## config.mk

```make
export PLATFORM = sky130hd
export DESIGN_NAME = fifo_word_packer
export DESIGN_NICKNAME = d
export VERILOG_FILES = /design/src/rtl/fifo_pkg.sv /design/src/rtl/fifo_word_packer.sv
export SDC_FILE = /design/constraint.sdc
export NUM_CORES = 1
export LEC_CHECK = 0
export CAP_MARGIN = 20
export CORE_MARGIN = 10
export CORE_UTILIZATION = 51
export DETAILED_ROUTE_END_ITERATION = 12
export PLACE_DENSITY = 0.84
export SETUP_SLACK_MARGIN = 0.5
export SLEW_MARGIN = 20
export SYNTH_ARGS = -nofsm -noshare
export SYNTH_HDL_FRONTEND = slang
export SYNTH_SLANG_ARGS = --single-unit
```

## constraint.sdc

```tcl
create_clock -name clk -period 3.4 [get_ports clk]
set_clock_uncertainty 0.2 [all_clocks]
set_input_delay 0.34 -clock clk [delete_from_list [all_inputs] [get_ports clk]]
set_output_delay 0.34 -clock clk [all_outputs]
set_load 0.005 [all_outputs]
```

## src/rtl/fifo_pkg.sv

```systemverilog
// Shared types and defaults for the FIFO-to-word byte packer.
package fifo_pkg;

  localparam int LANES_DEF = 4;

  typedef enum logic {
    COLLECT = 1'b0,
    SEND    = 1'b1
  } state_t;

endpackage

```

## src/rtl/fifo_word_packer.sv

```systemverilog
// Pops bytes from an upstream FIFO and packs them little-endian into LANES-byte
// words with a keep mask; flush closes a partial word early.
module fifo_word_packer
  import fifo_pkg::*;
#(
  parameter int LANES = LANES_DEF,
  parameter int CNT_W = 16
) (
  input  logic               clk,
  input  logic               rst,
  input  logic [7:0]         fifo_dout,
  input  logic               fifo_empty,
  output logic               fifo_read,
  input  logic               flush,
  output logic [8*LANES-1:0] m_data,
  output logic [LANES-1:0]   m_keep,
  output logic               m_valid,
  input  logic               m_ready,
  output logic [CNT_W-1:0]   word_cnt
);

  localparam int IDX_W = $clog2(LANES);

  state_t           state, state_nxt;
  logic [IDX_W-1:0] idx;
  logic             pop, last, close, accept;

  assign pop       = (state == COLLECT) && !fifo_empty && !rst;
  assign fifo_read = pop;
  assign last      = (idx == IDX_W'(LANES - 1));
  // A flush with nothing packed and nothing popping would make an empty word.
  assign close     = (state == COLLECT) && (pop ? (last || flush) : (flush && idx != '0));
  assign accept    = (state == SEND) && m_ready;
  assign m_valid   = (state == SEND);

  always_ff @(posedge clk) begin
    if (rst) state <= COLLECT;
    else     state <= state_nxt;
  end

  always_comb begin
    state_nxt = state;
    case (state)
      COLLECT: if (close)   state_nxt = SEND;
      SEND:    if (m_ready) state_nxt = COLLECT;
      default:              state_nxt = COLLECT;
    endcase
  end

  always_ff @(posedge clk) begin
    if (rst) begin
      idx      <= '0;
      m_data   <= '0;
      m_keep   <= '0;
      word_cnt <= '0;
    end else begin
      if (pop) begin
        m_data[8*idx +: 8] <= fifo_dout;
        m_keep[idx]        <= 1'b1;
      end
      if (close)    idx <= '0;
      else if (pop) idx <= idx + 1'b1;
      if (accept) begin
        m_data <= '0;
        m_keep <= '0;
        if (word_cnt != '1) word_cnt <= word_cnt + 1'b1;
      end
    end
  end

`ifndef SYNTHESIS
  a_no_read_empty: assert property (@(posedge clk) fifo_empty |-> !fifo_read);
  a_hold_stable: assert property (@(posedge clk) disable iff (rst)
    m_valid && !m_ready |=> $stable(m_data) && $stable(m_keep) && m_valid);
  a_keep_nonzero: assert property (@(posedge clk) disable iff (rst)
    m_valid |-> m_keep != '0);
`endif

endmodule

```

---- After elaboration in Yosys (flattened, before gate mapping) ----
Cells that the tools add are included.
word-level totals
  register bits ........................... 55
  input port bits ......................... 13
  word-level logic and storage cells ...... 36
cells by class
  $add $sub $neg .......................... 3
  magnitude comparators ................... 2
  eq/ne operators ......................... 2
  shifts and indexed selects .............. 2
  mux-type cells .......................... 7
  bitwise gates (word level) .............. 2
  reductions and logical operators ........ 13
operators with widths
  cell                                                                      number
  5-bit negator with 34-bit output                                          1
  8-bit by 34-bit variable shift with 32-bit output (first input constant)  1
  8-bit by 34-bit variable part select with 32-bit output                   1
  32-bit bitwise mux                                                        1
  16-bit by 1-bit adder with 16-bit output (second input constant)          1
  16-bit inequality test (second input constant)                            1
  1-bit logical AND                                                         6
  1-bit 2-to-1 mux                                                          4
  4-bit OR                                                                  1
  2-bit OR reduction                                                        2
  2-bit by 3-bit < comparator with 1-bit output (second input constant)     1
  2-bit by 1-bit adder with 2-bit output (second input constant)            1
  1-bit demux with 2-bit select                                             1
  2-bit equality test (second input constant)                               1
  2-bit by 1-bit >= comparator with 1-bit output (second input constant)    1
  1-bit zero test                                                           2
  1-bit case mux with 2 select lines                                        1
  2-bit AND reduction                                                       1
  2-bit nonzero test                                                        1
  1-bit logical OR                                                          1
  1-bit inverter                                                            1

---- Depth between registers and ports, before layout ----
  depth after elaboration ................. 7
  depth in mapped cells ................... 8
  depth with buffers taken out ............ 6

---- Worst setup path before layout ----
OpenSTA, ideal clock, no wires.
  kind .................................... register to register
  start ................................... reg idx[0]
  end ..................................... reg m_data[4]
  library setup time ...................... 70 ps
  data arrival time ....................... 1774 ps
  setup slack ............................. 1355 ps
  cell stages (with the launch flop) ...... 6
  path buffers ............................ 0
  period minus slack after synthesis ...... 2045 ps
  cells stage by stage .................... dfxtp_1 > inv_1 > ha_1 > nor3b_1 > nand3_1 > a21oi_1
on the way
  word-level cells in the longest chain between the ends .. 3
  elaborated cells on any way between the ends .. 4
ends and longest elaborated chain
  item                                                                                                                                 RTL line                source
  start, declared                                                                                                                      fifo_word_packer.sv:25  logic [IDX_W-1:0] idx;
  start signal, assigned                                                                                                               fifo_word_packer.sv:62  else if (pop) idx <= idx + 1'b1;
  5-bit negator with 34-bit output *                                                                                                   fifo_word_packer.sv:58  m_data[8*idx +: 8] <= fifo_dout;
  8-bit by 34-bit variable part select with 32-bit output / 8-bit by 34-bit variable shift with 32-bit output (equally long branches)  fifo_word_packer.sv:58
  32-bit bitwise mux *                                                                                                                 fifo_word_packer.sv:58
  end signal, assigned by index                                                                                                        fifo_word_packer.sv:58
  end, declared                                                                                                                        fifo_word_packer.sv:15  output logic [8*LANES-1:0] m_data,
Every way passes the cells marked *; elsewhere a longest branch is shown, timed or not.
A chain may end at the register's enable or synchronous reset.

---- Final worst setup path ----
  start ................................... in fifo_empty
  end ..................................... out fifo_read
on the way
  word-level cells in the longest chain between the ends .. 3
ends and longest elaborated chain
  item                             RTL line                source
  start, declared                  fifo_word_packer.sv:12  input logic fifo_empty,
  1-bit zero test                  fifo_word_packer.sv:28  assign pop = (state == COLLECT) && !fifo_empty && !rst;
  1-bit logical AND (2 in series)  fifo_word_packer.sv:28
  end, declared                    fifo_word_packer.sv:13  output logic fifo_read,
No other way between the ends.

==> impl_metrics.csv <==
group,metric,value,unit
clocking,cts.sinks,55,
global_routing,antenna_found_initial,0,
global_routing,grt_overflow,0,
critical_path,critPathMaxFanout,16,
global_routing,grt_pass1_wl,10.4,mm
critical_path,path_common_cell,"clkdlybuf4s50_1",
clocking,clock_path_buffers,2,
placement,gp_congestion,0.836,
pwr,p_total,1.21,mW
floorplanning,coreArea,4690,sq um
timing,tightest_slew,0.780,ns
yosys,yosysMostFrequentCell,"dfxtp_1",
timing,fin_setup_tns,0,ns
yosys,synthArstFlopShare,0,%
critical_path,cp.arrival,1.99,ns
yosys,synth_top_cell_area_share,45.1,%
yosys,syn_area_per_cell,8.88,sq um
critical_path,start_kind,"input port",
cells_and_area,seq_area,1100,sq um
yosys,synth_edf_count,0,
critical_path,endpoint_kind,"output pin",
clocking,h-tree-depth,2,
critical_path,cpMaxStageDelayCell,"clkdlybuf4s50_1",
yosys,yosysTopAreaCell,"dfxtp_1",
timing,maxSlewViolCount,0,
routing,drc_errors,0,
timing,setup_viol,0,
pwr,power_leakage,1.06,nW
clocking,cts.repair.resized,0,
timing,final-hold-violation-count,0,
yosys,ys.flop_type,"dfxtp_1",
pwr,intPower,926,uW
pwr,power_density,373,nW/um^2
timing,finalCriticalPeriod,2.53,ns
cells_and_area,final_cell_area,3250,sq um
critical_path,crit_type,"input port to output pin",
global_routing,grtUsageTotal,16.5,%
pwr,clockPowerShare,36.2,%
pwr,power_frac_seq,54.5,%
routing,viasPerCell,5.55,
clocking,path_clk_slew,0.10,ns
yosys,synth_nets,297,
clocking,numCtsBuffers,5,
global_routing,grt_pass1_vias,2090,
yosys,synthTopCellsByArea,"dfxtp_1, a21oi_1, nand3_1, nand2_1, xnor2_1",
global_routing,grt_max_degree,33,
timing,relSlewSlack,47.9,%
clocking,cts-root-buf,"clkbuf_8",
yosys,seq_area_frac_synth,45.1,%
placement,placed_area,3140,sq um
cells_and_area,layout.nets,361,
placement,port_buffers,66,
floorplanning,die_h,89.2,um
cells_and_area,drive_above_1_share,8.24,%
yosys,synthCells,275,
critical_path,r2r_slack,0.99,ns
worst_hold_path,hold_depth,2,
timing,grt_setup_unrepaired,"false",
floorplanning,die_x,89.2,um
routing,drt_wl_total,6.27,mm
critical_path,crit_chain,"clkdlybuf4s50_1 -> nor3_4 -> clkdlybuf4s50_1",
pwr,switching_share,23.6,%
cells_and_area,multi_input_area,1260,sq um
clocking,cts_tree,"yes",
pwr,vdd_ir_drop_max,0.237,mV
critical_path,cp_data_required_time,2.86,ns
pwr,pwr-share-comb,9.2,%
yosys,ys_top_cells_by_count,"dfxtp_1, nand2_1, a21oi_1",
routing,drtAntennaViolNets,0,
floorplanning,initial_core_util,52.0,%
yosys,synth.distinct_cells,36,
yosys,synth_area,2440,sq um
placement,hpwl,4.57,mm
timing,fin_crit_sh,74.3,%
run_status,status,"completed",
critical_path,slowest_delay,0.63,ns
clocking,ctsHoldBuffers,0,
routing,drt-wirelength-per-cell,15.9,um
timing,max_clock_freq,0.396,GHz
clocking,cts_setup_buffers,0,
cells_and_area,area_growth,33.0,%
clocking,clk_latency,0.31,ns
cells_and_area,insertedDiodeCount,0,
cells_and_area,fin_cells,394,
yosys,yosys_warnings,0,
pwr,p_switching,287,uW
floorplanning,dieArea,7950,sq um
floorplanning,top_level_ports,67,
routing,num_vias,2188,
critical_path,ff2ff_path_depth,5,
yosys,ys_ff_latch,55,
placement,place_inst,386,
flow_run,cap_violations,0,
floorplanning,rows,25,
routing,drt_iter0_markers,130,
routing,drt_first_pass_iters,5,
worst_hold_path,hold_path.class,"flip-flop to flip-flop",
cells_and_area,fill_cells,375,
==> power by group through the flow <==
stage	Sequential [mW]	Clock [mW]	Combinational, mW
6_report	0.661	0.439	0.112
5_1_grt	0.663	0.472	0.123
2_1_floorplan	0.676	0	0.0547
3_3_place_gp	0.676	0	0.110
3_5_place_dp	0.676	0	0.111
4_1_cts	0.661	0.442	0.112
==> metrics by stage <==
| step | utilization (%) | setup slack, ns | hold WS (ns) |
|---|---|---|---|
| after floorplan | - | 1.36 | 0.248 |
| after global placement | 66.8 | 0.894 | 0.237 |
| after detailed placement | 66.8 | 0.808 | 0.245 |
| after CTS | 69.2 | 0.869 | 0.259 |
| after global routing | 69.2 | 0.775 | 0.285 |
| final | 69.2 | 0.874 | 0.257 |
==> worst max-delay path, delay by kind of cell <==
kind	cells	cell delay, ns
buf+inv	2	1.09
simple gates	1	0.56
==> logic make-up (layout without fill, tap and decap cells) <==
| family | Yosys count | count (layout) | synth area share [%] |
|---|---|---|---|
| compound gates | 51 | 51 | 13.9 |
| flops | 55 | 55 | 45.1 |
| mux | 3 | 3 | 1.23 |
| fa+ha+maj | 9 | 9 | 4.61 |
| buf+inv | 17 | 82 | 3.07 |
| xor+xnor | 15 | 15 | 5.38 |
| simple gates | 125 | 125 | 26.7 |
==> sequential cells by signal, indices dropped and copies added (netlist names) <==
signal,count
word_cnt,16
m_data,32
m_keep,4
idx,2
m_valid,1
==> routing by layer <==
layer  track usage (%)  wire [um]
met4              4.19         60
met2              25.5       2960
met5                 0          0
met1              21.0       2710
met3              6.20        549
==> final cells by class <==
class	count	share of cell area (%)
multi-input combinational	203	39.0
inverter	5	0.578
tap	54	2.08
sequential	55	33.9
timing repair buffer	69	21.0
clock inverter	2	1.19
clock buffer	6	2.24
==> cell usage in the layout, fill, tap and decap left out, types with 3 or more instances in the layout <==
master           Yosys  final
clkdlybuf4s50_1      0     66
dfxtp_1             55     55
nand2_1             37     37
a21oi_1             35     35
nand3_1             31     31
nor2_1              27     27
xnor2_1             15     15
ha_1                 9      9
a22oi_1              6      6
and2_1               6      6
inv_1                5      5
clkbuf_8             0      5
a2111oi_2            4      4
nor3b_1              3      3
mux2i_1              3      3
buf_4                2      3
==> final timing paths <==
| kind | from | end |
|---|---|---|
| min reg2reg | m_data[23]$_SDFFE_PP0P_ | m_data[23]$_SDFFE_PP0P_ |
| max reg2reg | idx[0]$_SDFFE_PP0P_ | m_data[19]$_SDFFE_PP0P_ |
| max | fifo_empty | fifo_read |
| min | m_data[23]$_SDFFE_PP0P_ | m_data[23]$_SDFFE_PP0P_ |
No activity file was read; power rests on OpenSTA's default activity.
